## config.mk

```make
export PLATFORM = sky130hd
export DESIGN_NAME = seq_alu_flat
export DESIGN_NICKNAME = d
export VERILOG_FILES = /design/src/rtl/seq_alu_if.sv /design/src/rtl/seq_alu.sv /design/src/flat_wrapper.sv
export SDC_FILE = /design/constraint.sdc
export NUM_CORES = 1
export LEC_CHECK = 0
export CORE_UTILIZATION = 45
export DETAILED_ROUTE_END_ITERATION = 6
export HOLD_SLACK_MARGIN = 0.1
export SKIP_LAST_GASP = 1
export SLEW_MARGIN = 20
export SYNTH_ARGS = -nofsm -noshare
export SYNTH_HDL_FRONTEND = slang
export SYNTH_SLANG_ARGS = --single-unit
export TNS_END_PERCENT = 10
```

## constraint.sdc

```tcl
create_clock -name clk -period 5.49 [get_ports clk]
set_clock_uncertainty 0.2 [all_clocks]
set_input_delay 1.098 -clock clk [delete_from_list [all_inputs] [get_ports clk]]
set_output_delay 1.098 -clock clk [all_outputs]
set_load 0.02 [all_outputs]
```

## src/rtl/seq_alu_if.sv

```systemverilog
// Operand/result handshake bundle between an operand issuer (master) and seq_alu (slave).
interface seq_alu_if #(parameter int W = 8) ();
  logic           in_valid;
  logic           in_ready;
  logic [W-1:0]   a;
  logic [W-1:0]   b;
  logic [3:0]     s;
  logic           out_valid;
  logic           out_ready;
  logic [2*W-1:0] y;
  logic           carry;
  logic           zero;
  logic           dz;

  modport master (
    output in_valid, a, b, s, out_ready,
    input  in_ready, out_valid, y, carry, zero, dz
  );

  modport slave (
    input  in_valid, a, b, s, out_ready,
    output in_ready, out_valid, y, carry, zero, dz
  );
endinterface

```

## src/rtl/seq_alu.sv

```systemverilog
// Handshaked W-bit ALU: single-edge arithmetic/logic/shift ops and a W-step restoring
// divider returning {remainder, quotient}; results held in DONE until consumed.
module seq_alu #(
  parameter int W = 8
) (
  input logic      clk,
  input logic      rst_n,
  seq_alu_if.slave bus
);
  localparam int CW = $clog2(W + 1);
  localparam logic [W-1:0]   W_ZERO   = {W{1'b0}};
  localparam logic [W-1:0]   W_ONES   = {W{1'b1}};
  localparam logic [W-1:0]   W_ONE    = {{(W-1){1'b0}}, 1'b1};
  localparam logic [2*W-1:0] Y_ZERO   = {(2*W){1'b0}};
  localparam logic [CW-1:0]  CNT_ONE  = {{(CW-1){1'b0}}, 1'b1};
  localparam logic [CW-1:0]  CNT_INIT = CW'(W);

  typedef enum logic [1:0] {
    IDLE = 2'd0,
    DIV  = 2'd1,
    DONE = 2'd2
  } state_t;

  state_t         state_r, state_nx_s;
  logic [2*W-1:0] y_r;
  logic           carry_r, zero_r, dz_r;
  logic [W-1:0]   rem_r, quo_r, dvs_r;
  logic [CW-1:0]  cnt_r;

  logic           accept_s, div_start_s, div_last_s;
  logic [W:0]     sum_s;
  logic [2*W-1:0] alu_y_s;
  logic           alu_carry_s, alu_dz_s;
  logic [W:0]     rem_shift_s;
  logic           q_bit_s;
  logic [W-1:0]   rem_next_s, quo_next_s;

  assign accept_s    = bus.in_valid && (state_r == IDLE);
  assign div_start_s = accept_s && (bus.s == 4'd5) && (bus.b != W_ZERO);
  assign div_last_s  = (state_r == DIV) && (cnt_r == CNT_ONE);

  // The shifted partial remainder may reach W+1 bits; the W-bit difference is exact whenever it is kept.
  assign rem_shift_s = {rem_r, quo_r[W-1]};
  assign q_bit_s     = rem_shift_s[W] || (rem_shift_s[W-1:0] >= dvs_r);
  assign rem_next_s  = q_bit_s ? (rem_shift_s[W-1:0] - dvs_r) : rem_shift_s[W-1:0];
  assign quo_next_s  = {quo_r[W-2:0], q_bit_s};

  assign sum_s = {1'b0, bus.a} + {1'b0, bus.b};

  // Single-edge operation results, computed from the live operands at the accept edge
  always_comb begin
    alu_y_s     = Y_ZERO;
    alu_carry_s = 1'b0;
    alu_dz_s    = 1'b0;
    case (bus.s)
      4'd0: begin
        alu_y_s     = {{(W-1){1'b0}}, sum_s};
        alu_carry_s = sum_s[W];
      end
      4'd1: begin
        alu_y_s     = {W_ZERO, bus.a - bus.b};
        alu_carry_s = (bus.a < bus.b);
      end
      4'd2: begin
        alu_y_s     = {W_ZERO, bus.a + W_ONE};
        alu_carry_s = (bus.a == W_ONES);
      end
      4'd3: begin
        alu_y_s     = {W_ZERO, bus.a - W_ONE};
        alu_carry_s = (bus.a == W_ZERO);
      end
      4'd4:  alu_y_s = {W_ZERO, bus.a} * {W_ZERO, bus.b};
      4'd5: begin
        if (bus.b == W_ZERO) begin
          alu_y_s  = {bus.a, W_ONES};
          alu_dz_s = 1'b1;
        end else begin
          alu_y_s  = Y_ZERO;
          alu_dz_s = 1'b0;
        end
      end
      4'd6:  alu_y_s = {W_ZERO, bus.a & bus.b};
      4'd7:  alu_y_s = {W_ZERO, bus.a | bus.b};
      4'd8:  alu_y_s = {W_ZERO, bus.a ^ bus.b};
      4'd9:  alu_y_s = {W_ZERO, ~(bus.a & bus.b)};
      4'd10: alu_y_s = {W_ZERO, ~(bus.a | bus.b)};
      4'd11: alu_y_s = {W_ZERO, ~(bus.a ^ bus.b)};
      4'd12: begin
        alu_y_s     = {W_ZERO, bus.a[W-2:0], 1'b0};
        alu_carry_s = bus.a[W-1];
      end
      4'd13: begin
        alu_y_s     = {W_ZERO, 1'b0, bus.a[W-1:1]};
        alu_carry_s = bus.a[0];
      end
      4'd14: alu_y_s = {W_ZERO, bus.a[0], bus.a[W-1:1]};
      4'd15: alu_y_s = {W_ZERO, bus.a[W-2:0], bus.a[W-1]};
      default: begin
        alu_y_s     = Y_ZERO;
        alu_carry_s = 1'b0;
        alu_dz_s    = 1'b0;
      end
    endcase
  end

  // State register
  always_ff @(posedge clk or negedge rst_n) begin
    if (!rst_n) begin
      state_r <= IDLE;
    end else begin
      state_r <= state_nx_s;
    end
  end

  // Next-state decode
  always_comb begin
    state_nx_s = state_r;
    case (state_r)
      IDLE: begin
        if (accept_s) begin
          state_nx_s = div_start_s ? DIV : DONE;
        end else begin
          state_nx_s = IDLE;
        end
      end
      DIV: begin
        if (div_last_s) begin
          state_nx_s = DONE;
        end else begin
          state_nx_s = DIV;
        end
      end
      DONE: begin
        if (bus.out_ready) begin
          state_nx_s = IDLE;
        end else begin
          state_nx_s = DONE;
        end
      end
      default: state_nx_s = IDLE;
    endcase
  end

  // Result and divider datapath; result registers load only at accept or on the last divide step
  always_ff @(posedge clk or negedge rst_n) begin
    if (!rst_n) begin
      y_r     <= Y_ZERO;
      carry_r <= 1'b0;
      zero_r  <= 1'b0;
      dz_r    <= 1'b0;
      rem_r   <= W_ZERO;
      quo_r   <= W_ZERO;
      dvs_r   <= W_ZERO;
      cnt_r   <= {CW{1'b0}};
    end else begin
      case (state_r)
        IDLE: begin
          if (div_start_s) begin
            rem_r <= W_ZERO;
            quo_r <= bus.a;
            dvs_r <= bus.b;
            cnt_r <= CNT_INIT;
          end else if (accept_s) begin
            y_r     <= alu_y_s;
            carry_r <= alu_carry_s;
            zero_r  <= (alu_y_s == Y_ZERO);
            dz_r    <= alu_dz_s;
          end
        end
        DIV: begin
          rem_r <= rem_next_s;
          quo_r <= quo_next_s;
          cnt_r <= cnt_r - CNT_ONE;
          if (div_last_s) begin
            y_r     <= {rem_next_s, quo_next_s};
            carry_r <= 1'b0;
            zero_r  <= ({rem_next_s, quo_next_s} == Y_ZERO);
            dz_r    <= 1'b0;
          end
        end
        default: ;
      endcase
    end
  end

  assign bus.in_ready  = (state_r == IDLE);
  assign bus.out_valid = (state_r == DONE);
  assign bus.y         = y_r;
  assign bus.carry     = carry_r;
  assign bus.zero      = zero_r;
  assign bus.dz        = dz_r;
endmodule

```

## src/flat_wrapper.sv

```systemverilog
// flat-port wrapper written by rule: the top's interface ports become plain ports
module seq_alu_flat 
#(
  parameter int W = 8
)
  (clk, rst_n, bus_in_valid, bus_a, bus_b, bus_s, bus_out_ready, bus_in_ready, bus_out_valid, bus_y, bus_carry, bus_zero, bus_dz);
  seq_alu_if #(.W(W)) bus_i ();
  input logic clk;
  input logic rst_n;
  input wire logic [$bits(bus_i.in_valid)-1:0] bus_in_valid;
  input wire logic [$bits(bus_i.a)-1:0] bus_a;
  input wire logic [$bits(bus_i.b)-1:0] bus_b;
  input wire logic [$bits(bus_i.s)-1:0] bus_s;
  input wire logic [$bits(bus_i.out_ready)-1:0] bus_out_ready;
  output wire logic [$bits(bus_i.in_ready)-1:0] bus_in_ready;
  output wire logic [$bits(bus_i.out_valid)-1:0] bus_out_valid;
  output wire logic [$bits(bus_i.y)-1:0] bus_y;
  output wire logic [$bits(bus_i.carry)-1:0] bus_carry;
  output wire logic [$bits(bus_i.zero)-1:0] bus_zero;
  output wire logic [$bits(bus_i.dz)-1:0] bus_dz;
  assign bus_i.in_valid = bus_in_valid;
  assign bus_i.a = bus_a;
  assign bus_i.b = bus_b;
  assign bus_i.s = bus_s;
  assign bus_i.out_ready = bus_out_ready;
  assign bus_in_ready = bus_i.in_ready;
  assign bus_out_valid = bus_i.out_valid;
  assign bus_y = bus_i.y;
  assign bus_carry = bus_i.carry;
  assign bus_zero = bus_i.zero;
  assign bus_dz = bus_i.dz;
  seq_alu #(.W(W)) u_core (.clk(clk), .rst_n(rst_n), .bus(bus_i));
endmodule
```

# Word-level counts from Yosys, hierarchy flattened
# Index checks and enable logic that the tools add are counted.
# totals
wordCells,95
reg_bits,49
out_inout_bits,21
# op_classes
reduce_logical,16
n_mul,1
bitwise_logic,6
n_mux,32
eq_ne,23
n_addsub,6
magnitude_cmp,2
# ops
op,n
$pmux 16 s16,1
$mux 16,4
$eq 4x4->1 const B,8
$logic_not 16->1,2
$pmux 16 s2,1
$pmux 8 s2,2
$mux 8,3
$not 8->8,3
$eq 4x3->1 const B,4
$logic_not 8->1,2
$mul 8x8->16,1
$sub 8x8->8,2
$mux 1,10
$add 8x8->9,1
$add 8x1->8 const B,1
$and 8x8->8,1
$eq 4x1->1 const B,2
$eq 4x2->1 const B,2
$eq 8x8->1 const B,1
$ge 8x8->1,1
$lt 8x8->1,1
$mux 2,4
$or 8x8->8,1
$pmux 4 s2,1
other kinds (19),27

# Logic depth before layout (Yosys ltp)
# Gate-level depths: netlist of the first run.
# depth
ltp_word,7
depth_mapped,19
mapped_depth_nobuf,19

# Worst setup path before layout of the first run
# No wires, ideal clock.
# synth_timing
path_type,input to register
from,in bus_a[5]
to,reg u_core.zero_r (netlist: u_core.bus.zero)
path_stages,18
t_arrival_ps,5262
path_buffers,1
t_required_ps,5214
setup_slack_ps,-49
setup_time_ps,76
cell_sequence,clkbuf_1 > inv_1 > nor2_1 > fa_1 > fa_1 > fa_1 > inv_1 > fa_1 > inv_1 > ha_1 > o21ai_0 > nor2_1 > a41oi_1 > xor2_1 > o22ai_1 > nor4_1 > nand4b_1 > o21ai_1
# synth_between
elab_chain_cells,7
# synth_lines
item,line_no,text
start: declaration,flat_wrapper.sv:11,input wire logic [$bits(bus_i.a)-1:0] bus_a;
branches (longest 2 deep; another with $mul 8x8->16),--,
$pmux 16 s16 (*),seq_alu.sv:55,case (bus.s)
$logic_not 16->1 (*),seq_alu.sv:166,zero_r <= (alu_y_s == Y_ZERO);
$mux 1 (*),seq_alu.sv:163,end else if (accept_s) begin
$mux 1 (*),seq_alu.sv:158,if (div_start_s) begin
$pmux 1 s2 (*),seq_alu.sv:156,case (state_r)
end signal: assignment,seq_alu.sv:166,
end signal: assignment,seq_alu.sv:177,"zero_r <= ({rem_next_s, quo_next_s} == Y_ZERO);"
end: declaration,seq_alu.sv:26,"logic carry_r, zero_r, dz_r;"
# Mark *: on every way between the ends. The select of a mux whose other input is x is not followed.
# A chain may end at the register's enable or synchronous reset.

# Final worst setup path of the first run
# layout_timing
from,in bus_a[3]
to,reg u_core.y_r[10] (netlist: u_core.bus.y[10])
# layout_between
elab_chain_cells,5
# layout_lines
item,line_no,text
$mul 8x8->16,seq_alu.sv:72,"4'd4: alu_y_s = {W_ZERO, bus.a} * {W_ZERO, bus.b};"
$pmux 16 s16,seq_alu.sv:55,
$mux 16,seq_alu.sv:163,
$mux 16,seq_alu.sv:158,
$pmux 16 s2,seq_alu.sv:156,
end signal: assignment,seq_alu.sv:164,y_r <= alu_y_s;
end signal: assignment,seq_alu.sv:175,"y_r <= {rem_next_s, quo_next_s};"
end: declaration,seq_alu.sv:25,logic [2*W-1:0] y_r;
# Every way passes these cells. The select of a mux whose other input is x is not followed.

==> results.md, run 1 <==
* Detailed Routing Iterations Pass 1 at 7
* Pwr Density at around 350 nW/um^2
* Crit. End Element: flop
* Max-cap check violation count at 0
* Routed Antenna Nets at 0
* DP Worst Slack at -1120 ps
* GRT Util Overall at 31.5%
* Initial DRC Count at about 660
* Chip Height at approximately 130 um
* R2R Setup Slk at 2240 ps
* Setup TNS Final at 0 ps
* Maximum clock path buffer count at 2
* Sequential share of the synthesized area at about 18%
* Final instance area at roughly 8600 sq um
* Peak VDD IR at ~320 uV
* Synth Flop Type: dfrtp_1
* Most frequent cells in the layout: buf_4, nor2_1, inv_1
* Unique masters post-synth at 79
* Layout filler cell count at between 1000 and 1500
* Post-Synthesis Cells at roughly 840
* Largest net degree at the start of global routing at 50
* F_max at ~180 MHz
* FF+latch count, synth at 49
* Area delta synth->final at 26.4%
* Final Hold Vio Count at 0
* Syn Area/Cell at a little over 8 sq um
* Worst reg2reg startpoint: u_core.quo_r[7]$_DFFE_PN0P_
* Remaining DRCs at 4
* Port bufs at 44
* Min-Delay Path Class: flop to flop
* Post-Syn Nets at ~980
* Final worst-path cycle share at between 90% and 100%
* Detailed Place HPWL at 19400 um
* Mapped cell area at 6820 sq um
* Initial antenna violation count at 0
* CTS tree: yes
* Worst slew margin at between 10 and 15%
* Die width at around 130 um
* Reg2reg end: u_core.bus.y[13]$_DFFE_PN0P_
* Leakage at 4.05 nW
* WL per Instance at between 20 and 25 um
* I/O pins at between 40 and 50
* Setup Viol. Count Final at 0
* Critical Path Start Type: primary input
* Vias in the first global route at approximately 6900
* Metal3 WL at about 1300 um
* Total CTS buffers at 5
* Crit-path cells: clkbuf_4, buf_4, inv_4, nor2_1, fa_1, fa_1, fa_1, inv_1, fa_1, inv_1, ha_2, o21ai_2, buf_6, nor2_4, buf_4, a21oi_4, xor2_2, o22ai_2, buf_4, buf_4, o21ai_0, o21ai_0
* Unrepaired setup endpoints after global routing: yes
* Pwr Total at between 2 and 3 mW
* Yosys warns at 0
* Clk pin slew, worst setup/hold paths at ~80 ps
* Met2 wire length at around 11000 um
* Row count at 44
* Clk_lat worst skew at around 300 ps
* Die area at ~16000 sq um
* Asr flop ratio synth at 100%
* Largest stage delay on the critical path at between 500 and 600 ps
* CTS H-tree depth at 2
* Gpl congestion at 0.941
* Crit path required time at around 5500 ps
* Final WL at roughly 24000 um
* Clock sinks at 49
* Fin. max-slew vios at 0
* Post-synth EDFFs at 0
* Uppermost layer routed: met4
* Initial Util at ~47%
* Crit path DAT at approximately 5400 ps
* Worst reg-to-reg path cell count at 13
* Final Worst Setup Slack at ~80 ps
* Most common cell after layout, fill and taps aside: buf_4
* First-pass GRT wire length at 38100 um
* Tmin final at 5410 ps
* Core Area at between 10000 and 15000 sq um
* Tightest Pin Transition at ~1300 ps
* Ant. Diodes at 0
* Inst Count DP at between 1000 and 1500
* NumNets Final at 1109
* Critical path origin: bus_a[3]
* Crit-path slowest cell: fa_1
* CP Max Fanout at 6
* Final Non-Filler Cells at between 1000 and 1500
* Hold_ws at just under 300 ps
* Clock root cell: clkbuf_16
* Post-Route M1 WL at roughly 11000 um
* Hold buffers post-CTS at 0
* Critical path class: primary input to flop
* Status: finished, violations left
* Vias at 6819
* Worst setup endpoint: u_core.bus.y[10]$_DFFE_PN0P_
* Post-DP Area at a little over 8000 sq um
* Fin util at between 50% and 60%
* Vias/cell at slightly below 6
* Failing checks: design-rule violations
* Gr ovfl total at 0
* Share of post-route cells with drive strength above 1 at a little under a quarter
==> kinds of logic (layout without fill, tap and decap cells) <==
logic type	Yosys count	count (layout)	share of synthesized area (%)
xor+xnor	28	28	3.71
fa+ha+maj	116	116	25.7
buf+inv	131	260	8.46
simple gates	284	284	20.2
flops	49	49	18.0
compound gates	212	212	20.8
mux	21	21	3.14
==> how the worst min path moves through the flow <==
stage                                       from                            to  slack, ps  cells past startpoint
finish              u_core.bus.y[10]$_DFFE_PN0P_  u_core.bus.y[10]$_DFFE_PN0P_        290                      2
global route        u_core.bus.y[11]$_DFFE_PN0P_  u_core.bus.y[11]$_DFFE_PN0P_        310                      1
CTS                 u_core.bus.y[11]$_DFFE_PN0P_  u_core.bus.y[11]$_DFFE_PN0P_        290                      1
detailed placement  u_core.bus.y[11]$_DFFE_PN0P_  u_core.bus.y[11]$_DFFE_PN0P_        270                      1
global placement    u_core.bus.y[12]$_DFFE_PN0P_  u_core.bus.y[12]$_DFFE_PN0P_        260                      1
floorplan            u_core.dvs_r[0]$_DFFE_PN0P_   u_core.dvs_r[0]$_DFFE_PN0P_        260                      2
==> flip-flops by register name, indices dropped and copies added, names as in the netlist <==
register,count
u_core.rem_r,8
u_core.quo_r,8
u_core.bus.zero,1
u_core.bus.y,16
u_core.cnt_r,4
u_core.bus.dz,1
u_core.dvs_r,8
u_core.bus.carry,1
u_core.state_r,2
==> per-layer routing <==
metal  global-route usage (%)  up-vias
met1                     41.6     3335
met5                        0        -
li1                         -     3196
met3                     3.25       53
met4                     14.4        0
met2                     52.2      235
==> critical path, delay by kind of cell <==
family / cells / cell delay, ps
adder cells (fa/ha/maj): 5 / 2280
XOR/XNOR: 1 / 250
AND/OR/NAND/NOR: 2 / 100
AO/OA/AOI/OAI: 5 / 640
buffers and inverters: 9 / 1030
==> synth_stat cells, types with 4 or more instances <==
library cell / n / area, sq um
nor2_1: 96 / 360
inv_1: 81 / 304
ha_1: 76 / 951
nand2_1: 75 / 282
dfrtp_1: 49 / 1230
o21ai_0: 49 / 245
fa_1: 40 / 801
a21oi_1: 39 / 195
nand3_1: 20 / 100
nor3_1: 20 / 100
clkbuf_1: 19 / 71.3
mux2i_1: 18 / 180
a31oi_1: 17 / 106
nor2b_1: 16 / 100
xor2_1: 15 / 131
a211oi_1: 14 / 105
xnor2_1: 12 / 105
a21o_1: 11 / 82.6
buf_2: 11 / 55.1
o211ai_1: 11 / 82.6
o22ai_1: 10 / 62.6
buf_6: 9 / 101
nand2b_1: 9 / 56.3
nand4_1: 9 / 56.3
o21bai_1: 7 / 52.6
clkinv_1: 6 / 22.5
nor4_1: 6 / 37.5
or3_1: 6 / 37.5
a22oi_1: 5 / 37.5
o31ai_1: 5 / 37.5
a32o_1: 4 / 40.0
==> timing repair <==
item,4_1_cts,5_1_grt
cloned,0,0
pin swaps,24,31
setup endpoints to repair,12,10
buffers inserted,3,4
gates resized for setup,95,59
==> power breakdown <==
group	switching (mW)	internal (mW)	leakage, nW
clock	0.154	0.172	0.0680
sequential	0.117	0.477	0.603
combinational	1.13	0.940	3.37
total	1.40	1.59	4.05
==> final cells by class <==
type,instances,area (sq um),share of cell area [%]
timing repair buffer,162,1300,15.1
clock inverter,3,26.3,0.305
inverter,90,358,4.15
multi-input combinational,661,5350,62.1
clock buffer,5,125,1.45
sequential,49,1230,14.2
tap,184,230,2.67
Power figures use the tool's default switching activity.
==> run 2: changes to the inputs <==
- SKIP_LAST_GASP: 1 -> unset
- SLEW_MARGIN: 20 -> unset
==> run 2 against run 1 <==
- the flow still finishes with violations (design-rule violations)
- clock-buffer cell count is the same
- non-clock buffer count is 2 lower
- sequential share of layout area about the same
- hold slack is essentially flat
- combinational power about the same
- sequential power about the same
- worst setup slack gained 33 ps
- die area stayed put
- critical path depth down 1
- maximum frequency rose by 0.62%
- cell count fell by 0.17%
==> results.md, run 2 (synthesis gave the netlist of run 1 again) <==
* Status: finished, violations left
* Clk pin slew, worst setup/hold paths at about 80 ps
* Hold Crit Endpoint: u_core.bus.y[1]$_DFFE_PN0P_
* Hold Path Stages at 2
* Most common cell after layout, fill and taps aside: buf_4
* Final Worst Setup Slack at between 100 and 150 ps
* Gpl congestion at 0.941
* Worst reg2reg startpoint: u_core.quo_r[7]$_DFFE_PN0P_
* Detailed Place HPWL at 19400 um
* Area delta synth->final at 26.3%
* Unrepaired setup endpoints after global routing: no
* Final worst-path cycle share at a little over nine tenths
* Sw Pwr at 1.40 mW
* Chip Height at approximately 130 um
* Final WL at 24100 um
* NumNets Final at ~1100
* DP Worst Slack at -1120 ps
* Delay-heaviest family, CP: adder cells
* Switching share of power at ~47%
* Peak VDD IR at a little over 300 uV
* Detailed Routing Iterations Pass 1 at 7
* Core Area at 14600 sq um
* Vias in the first global route at around 6900
* Pwr Total at approximately 3 mW
* Largest stage delay on the critical path at ~530 ps
* Crit-path cells: clkdlybuf4s15_2, clkinv_2, nor2_2, fa_1, fa_1, fa_1, inv_1, fa_1, inv_1, ha_4, buf_4, nor3_4, nor2_4, buf_4, a21oi_4, xor2_2, o22ai_2, buf_4, buf_4, o21ai_0, o21ai_0
* Tmin final at roughly 5400 ps
* Initial DRC Count at 596
* Most frequent cells in the layout: buf_4, nor2_1, inv_1
* Crit path DAT at roughly 5400 ps
* Initial Util at between 40 and 50%
* Largest net degree at the start of global routing at 50
* Setup Viol. Count Final at 0
* Tightest Pin Transition at 1300 ps
* Max-cap check violation count at 0
* Row count at 44
* Final Hold Vio Count at 0
* CTS H-tree depth at 2
* Clock sinks at 49
* Cell internal pwr at 1.59 mW
* Worst reg-to-reg path cell count at 13
* Hold_ws at about 290 ps
* Die area at approximately 16000 sq um
* Max FFs per register at 16
* Port bufs at 44
* Post-DP Area at 8080 sq um
* Die width at around 130 um
* Remaining DRCs at 4
* Final Non-Filler Cells at between 1000 and 1500
* Initial antenna violation count at 0
* Reg2reg end: u_core.bus.y[13]$_DFFE_PN0P_
* Setup TNS Final at 0 ps
* Maximum clock path buffer count at 2
* Sequential power share at between 10% and 20%
* Critical path class: primary input to flop
* Gr ovfl total at 0
* WL per Instance at 20.9 um
* Crit path required time at ~5500 ps
* I/O pins at 45
* Fin util at between 50 and 60%
* GRT Util Overall at a little under a third
* CP Max Fanout at 4
* Critical Path Start Type: primary input
* Ant. Diodes at 0
* Pwr Density at 348 nW/um^2
* Clock root cell: clkbuf_16
* Final instance area at between 8000 and 9000 sq um
* Worst slew margin at 12.9%
* Clock share of power at roughly 11%
* Min-Delay Path Class: flop to flop
* Share of post-route cells with drive strength above 1 at 23.1%
* Buffer and inverter count on the worst path at 8
* Total CTS buffers at 5
* CTS tree: yes
* Hold_sp: u_core.bus.y[1]$_DFFE_PN0P_
* Hold buffers post-CTS at 0
* Crit. End Element: flop
* R2R Setup Slk at about 2200 ps
* Routed Antenna Nets at 0
* Crit-path slowest cell: fa_1
* Failing checks: design-rule violations
* Comb power frac at between 60 and 70%
* Vias/cell at a little under 6
* Inst Count DP at 1139
* Vias at 6785
* Fin. max-slew vios at 0
* Leakage at 4.03 nW
* First-pass GRT wire length at approximately 38000 um
* Clk_lat worst skew at 300 ps
* F_max at between 150 and 200 MHz
run 2: area by class of cell:
cell class | instances | area [sq um]
multi-input cells | 661 | 5370
flip-flops and latches | 49 | 1230
fillers | 1353 | 6030
well taps | 184 | 230
clock inverters | 3 | 26.3
inverters | 90 | 358
clock buffers | 5 | 125
repair buffers | 160 | 1280
run 2: power by group through the flow:
stage	clock network, mW	registers, mW	logic [mW]
4_1_cts	0.334	0.593	1.99
3_3_place_gp	0	0.593	1.77
2_1_floorplan	0	0.587	1.06
3_5_place_dp	0	0.600	1.80
6_report	0.327	0.595	2.07
5_1_grt	0.344	0.609	2.26
run 2: how the worst max path moves through the flow:
stage	startpoint	endpoint	slack, ps	cells after the start
3_5_place_dp	bus_a[4]	u_core.bus.y[9]$_DFFE_PN0P_	-1120	19
5_1_grt	bus_a[6]	u_core.bus.y[10]$_DFFE_PN0P_	6	21
4_1_cts	bus_a[1]	u_core.bus.zero$_DFFE_PN0P_	-50	22
6_report	bus_a[6]	u_core.bus.y[10]$_DFFE_PN0P_	110	21
2_1_floorplan	bus_a[5]	u_core.bus.y[7]$_DFFE_PN0P_	7	17
3_3_place_gp	bus_a[4]	u_core.bus.y[9]$_DFFE_PN0P_	-1070	19
run 2: tightest hold or removal path: stages (launching register included):
cell,delay (ps)
dfrtp_1,350
nand2_1,50
o21ai_0,60
run 2: what timing repair did:
item | CTS | global route
endpoints found under the setup margin | 12 | 9
buffers inserted | 3 | 2
pin swaps | 25 | 23
gates resized for setup | 98 | 63
run 2: layer usage:
layer	GRT usage [%]	wire, um
met3	3.25	1460
met2	52.2	11200
met1	41.6	10400
met5	0	0
met4	14.4	987
==> run 3: changes to the inputs <==
- ABC_AREA: unset -> 1
- SKIP_LAST_GASP: unset -> 1
==> run 3 against run 2 <==
- the flow now finishes without violations
- via count up 4.8%
- combinational power down 5%
- sequential cell count unchanged
- non-clock buffer count down 58
- register-to-register slack better by 210 ps
- clock-buffer cell count up 1
- highest routed layer unchanged
- worst setup slack better by 140 ps
- utilization down 4.2 points
==> results.md, run 3 <==
* WP depth at 25
* NumNets Final at between 1000 and 1500
* Pwr Total at around 2.9 mW
* Hold_sp: u_core.bus.y[9]$_DFFE_PN0P_
* Yosys warns at 0
* Gr ovfl total at 0
* Crit-path slowest cell: fa_1
* Row count at 45
* Post-Syn Nets at around 1300
* Initial Util at between 40% and 50%
* Ant. Diodes at 0
* Clock root cell: clkbuf_16
* Critical Path Start Type: primary input
* Synth Flop Type: dfrtp_1
* F_max at roughly 190 MHz
* Largest stage delay on the critical path at between 500 and 600 ps
* Post-CTS Setup Inserts at 0
* CTS tree: yes
* FF+latch count, synth at 49
* R2R Setup Slk at 2450 ps
* Tightest Pin Transition at about 1100 ps
* Worst reg2reg startpoint: u_core.dvs_r[0]$_DFFE_PN0P_
* Post-Synth Adder-Cell Area at 24.7%
* Fin. max-slew vios at 0
* Tmin final at approximately 5200 ps
* CTS H-tree depth at 2
* Post-synthesis simple-gate area fraction at 32.4%
* Hold Crit Endpoint: u_core.bus.y[9]$_DFFE_PN0P_
* I/O pins at between 40 and 50
* Clock sinks at 49
* Die area at roughly 16000 sq um
* Min-Delay Path Class: flop to flop
* Leakage at between 4 and 5 nW
* Unique masters post-synth at 38
* Initial DRC Count at 674
* Peak VDD IR at a little over 200 uV
* Synth cell count leaders: nand2_1, inv_1, nand3_1, nor2_1, ha_1
* Crit path required time at roughly 5500 ps
* Core Area at approximately 15000 sq um
* Synth Area in XOR/XNOR at between 1 and 1.5%
* Reg2reg end: u_core.bus.zero$_DFFE_PN0P_
* Post-synth EDFFs at 0
* Die width at 128 um
* Area delta synth->final at 17.7%
* Clk pin slew, worst setup/hold paths at around 60 ps
* Clk_lat worst skew at 290 ps
* Most area-consuming cells after synthesis: nand2_1, dfrtp_1, ha_1
* Largest net degree at the start of global routing at 50
* WL per Instance at ~16 um
* Max-cap check violation count at 0
* Cell with the most instances after synthesis: nand2_1
* Total CTS buffers at 5
* Max FFs per register at 16
* Crit. End Element: flop
* Crit path DAT at 5260 ps
* Delay-heaviest family, CP: adder cells
* CP Max Fanout at 6
* Worst reg-to-reg path cell count at 15
* GRT Util Overall at ~28%
* Routed Antenna Nets at 0
* Layout filler cell count at 1603
* Hold Path Stages at 2
* Post-Synthesis Cells at 1111
* Vias at approximately 7100
* Largest area contributor in the netlist: nand2_1
* Multi-input gate area at around 5000 sq um
* Initial antenna violation count at 0
* Final Non-Filler Cells at roughly 1400
* Post-synthesis mux area share at 0%
* Sequential share of the synthesized area at about 17%
* Final WL at ~22000 um
* Share of post-route cells with drive strength above 1 at 7.93%
* Most common cell after layout, fill and taps aside: nand2_1
* Vias in the first global route at between 6000 and 7000
* Maximum clock path buffer count at 2
* Detailed Routing Iterations Pass 1 at 5
* Most common cell type on the critical path: nand2_1
* Share of the synthesized area in the top cell type at 17.9%
* First-pass GRT wire length at 35700 um
* Synth Area in Compound Gates at roughly 11%
* Gpl congestion at between 0.9 and 1
* Final worst-path cycle share at a little over nine tenths
* Mapped cell area at between 7000 and 8000 sq um
* Final Hold Vio Count at 0
* Most frequent cells in the layout: nand2_1, inv_1, nand3_1
* Unrepaired setup endpoints after global routing: no
* Inst Count DP at 1389
* Vias/cell at roughly 5.1
* Remaining DRCs at 0
* Asr flop ratio synth at between 90% and 100%
* Setup Viol. Count Final at 0
* Pwr Density at between 300 and 400 nW/um^2
* Largest family of logic cells by synthesized area: simple AND/OR/NAND/NOR gates
* Buffer and inverter count on the worst path at 5
* FF/Latch Area at between 1000 and 1500 sq um
* Hold buffers post-CTS at 0
* Port bufs at 44
* Status: finished clean
* Hold_ws at about 280 ps
* Critical path class: primary input to flop
* Worst slew margin at roughly 28%
* Detailed Place HPWL at approximately 18000 um
* Syn Area/Cell at between 6 and 7 sq um
* Chip Height at roughly 130 um
## run 3: routing by layer
metal | track usage [%] | vias up | part of all wire, %
li1 | - | 3624 | -
met1 | 39.5 | 3246 | 47
met2 | 47.6 | 211 | 46
met3 | 2.26 | 33 | 4.9
met4 | 6.99 | 0 | 1.9
met5 | 0 | - | 0
## run 3: power breakdown
group	leakage, nW	internal (mW)	switching (mW)
combinational	4.17	0.820	1.14
clock	0.0831	0.227	0.131
sequential	0.612	0.493	0.0833
## run 3: worst reg2reg max path, cell delays in order, from the launching register on
cell and delay (ps):
dfrtp_1 400, ha_1 240, fa_1 430, o21ai_2 220
a21oi_1 90, nand3_1 420, inv_1 240, nand2_1 110
nand2_1 90, inv_1 60, nand2_1 40, nor2_1 110
nand4_1 110, nand2_1 110, nand2_1 50, nand2_1 50
## run 3: per-stage QoR
| step | setup slack (ps) | area (sq um) | util [%] | setup TNS, ps |
|---|---|---|---|---|
| 2_1_floorplan | 126 | 7100 | - | 0 |
| 6_report | 255 | 8360 | 54.6 | 0 |
| 4_1_cts | 1.78 | 8290 | 54.1 | 0 |
| 5_1_grt | 11.8 | 8360 | 54.6 | 0 |
| 3_3_place_gp | -413 | 8080 | 52.8 | -2780 |
| 3_5_place_dp | -410 | 8080 | 52.8 | -3440 |
## run 3: area by class of cell
class / count / area share [%]
Clock buffer: 6 / 1.66
Timing Repair Buffer: 102 / 10.7
Clock inverter: 2 / 0.449
Sequential cell: 49 / 14.7
Inverter: 214 / 9.61
Multi-Input combinational cell: 813 / 59.8
Tap cell: 211 / 3.16
## run 3: what timing repair did
| item | in CTS | in global routing |
|---|---|---|
| pin swaps | 0 | 12 |
| endpoints found under the setup margin | 4 | 12 |
| gates resized for setup | 9 | 21 |
## run 3: worst max-delay path by stage
stage,to,from,slack [ps]
after floorplan,u_core.bus.zero$_DFFE_PN0P_,bus_a[5],130
after global placement,u_core.bus.zero$_DFFE_PN0P_,bus_a[3],-410
after detailed placement,u_core.bus.zero$_DFFE_PN0P_,bus_a[2],-410
after CTS,u_core.bus.zero$_DFFE_PN0P_,bus_b[3],2
after global routing,u_core.bus.zero$_DFFE_PN0P_,bus_a[2],10
final,u_core.bus.zero$_DFFE_PN0P_,bus_a[1],260
## run 3: logic make-up after synthesis
logic type | after synthesis
buffers and inverters | 249
AND/OR/NAND/NOR | 555
adder cells (fa/ha/maj) | 116
AO/OA/AOI/OAI | 132
XOR/XNOR | 10
flip-flops | 49
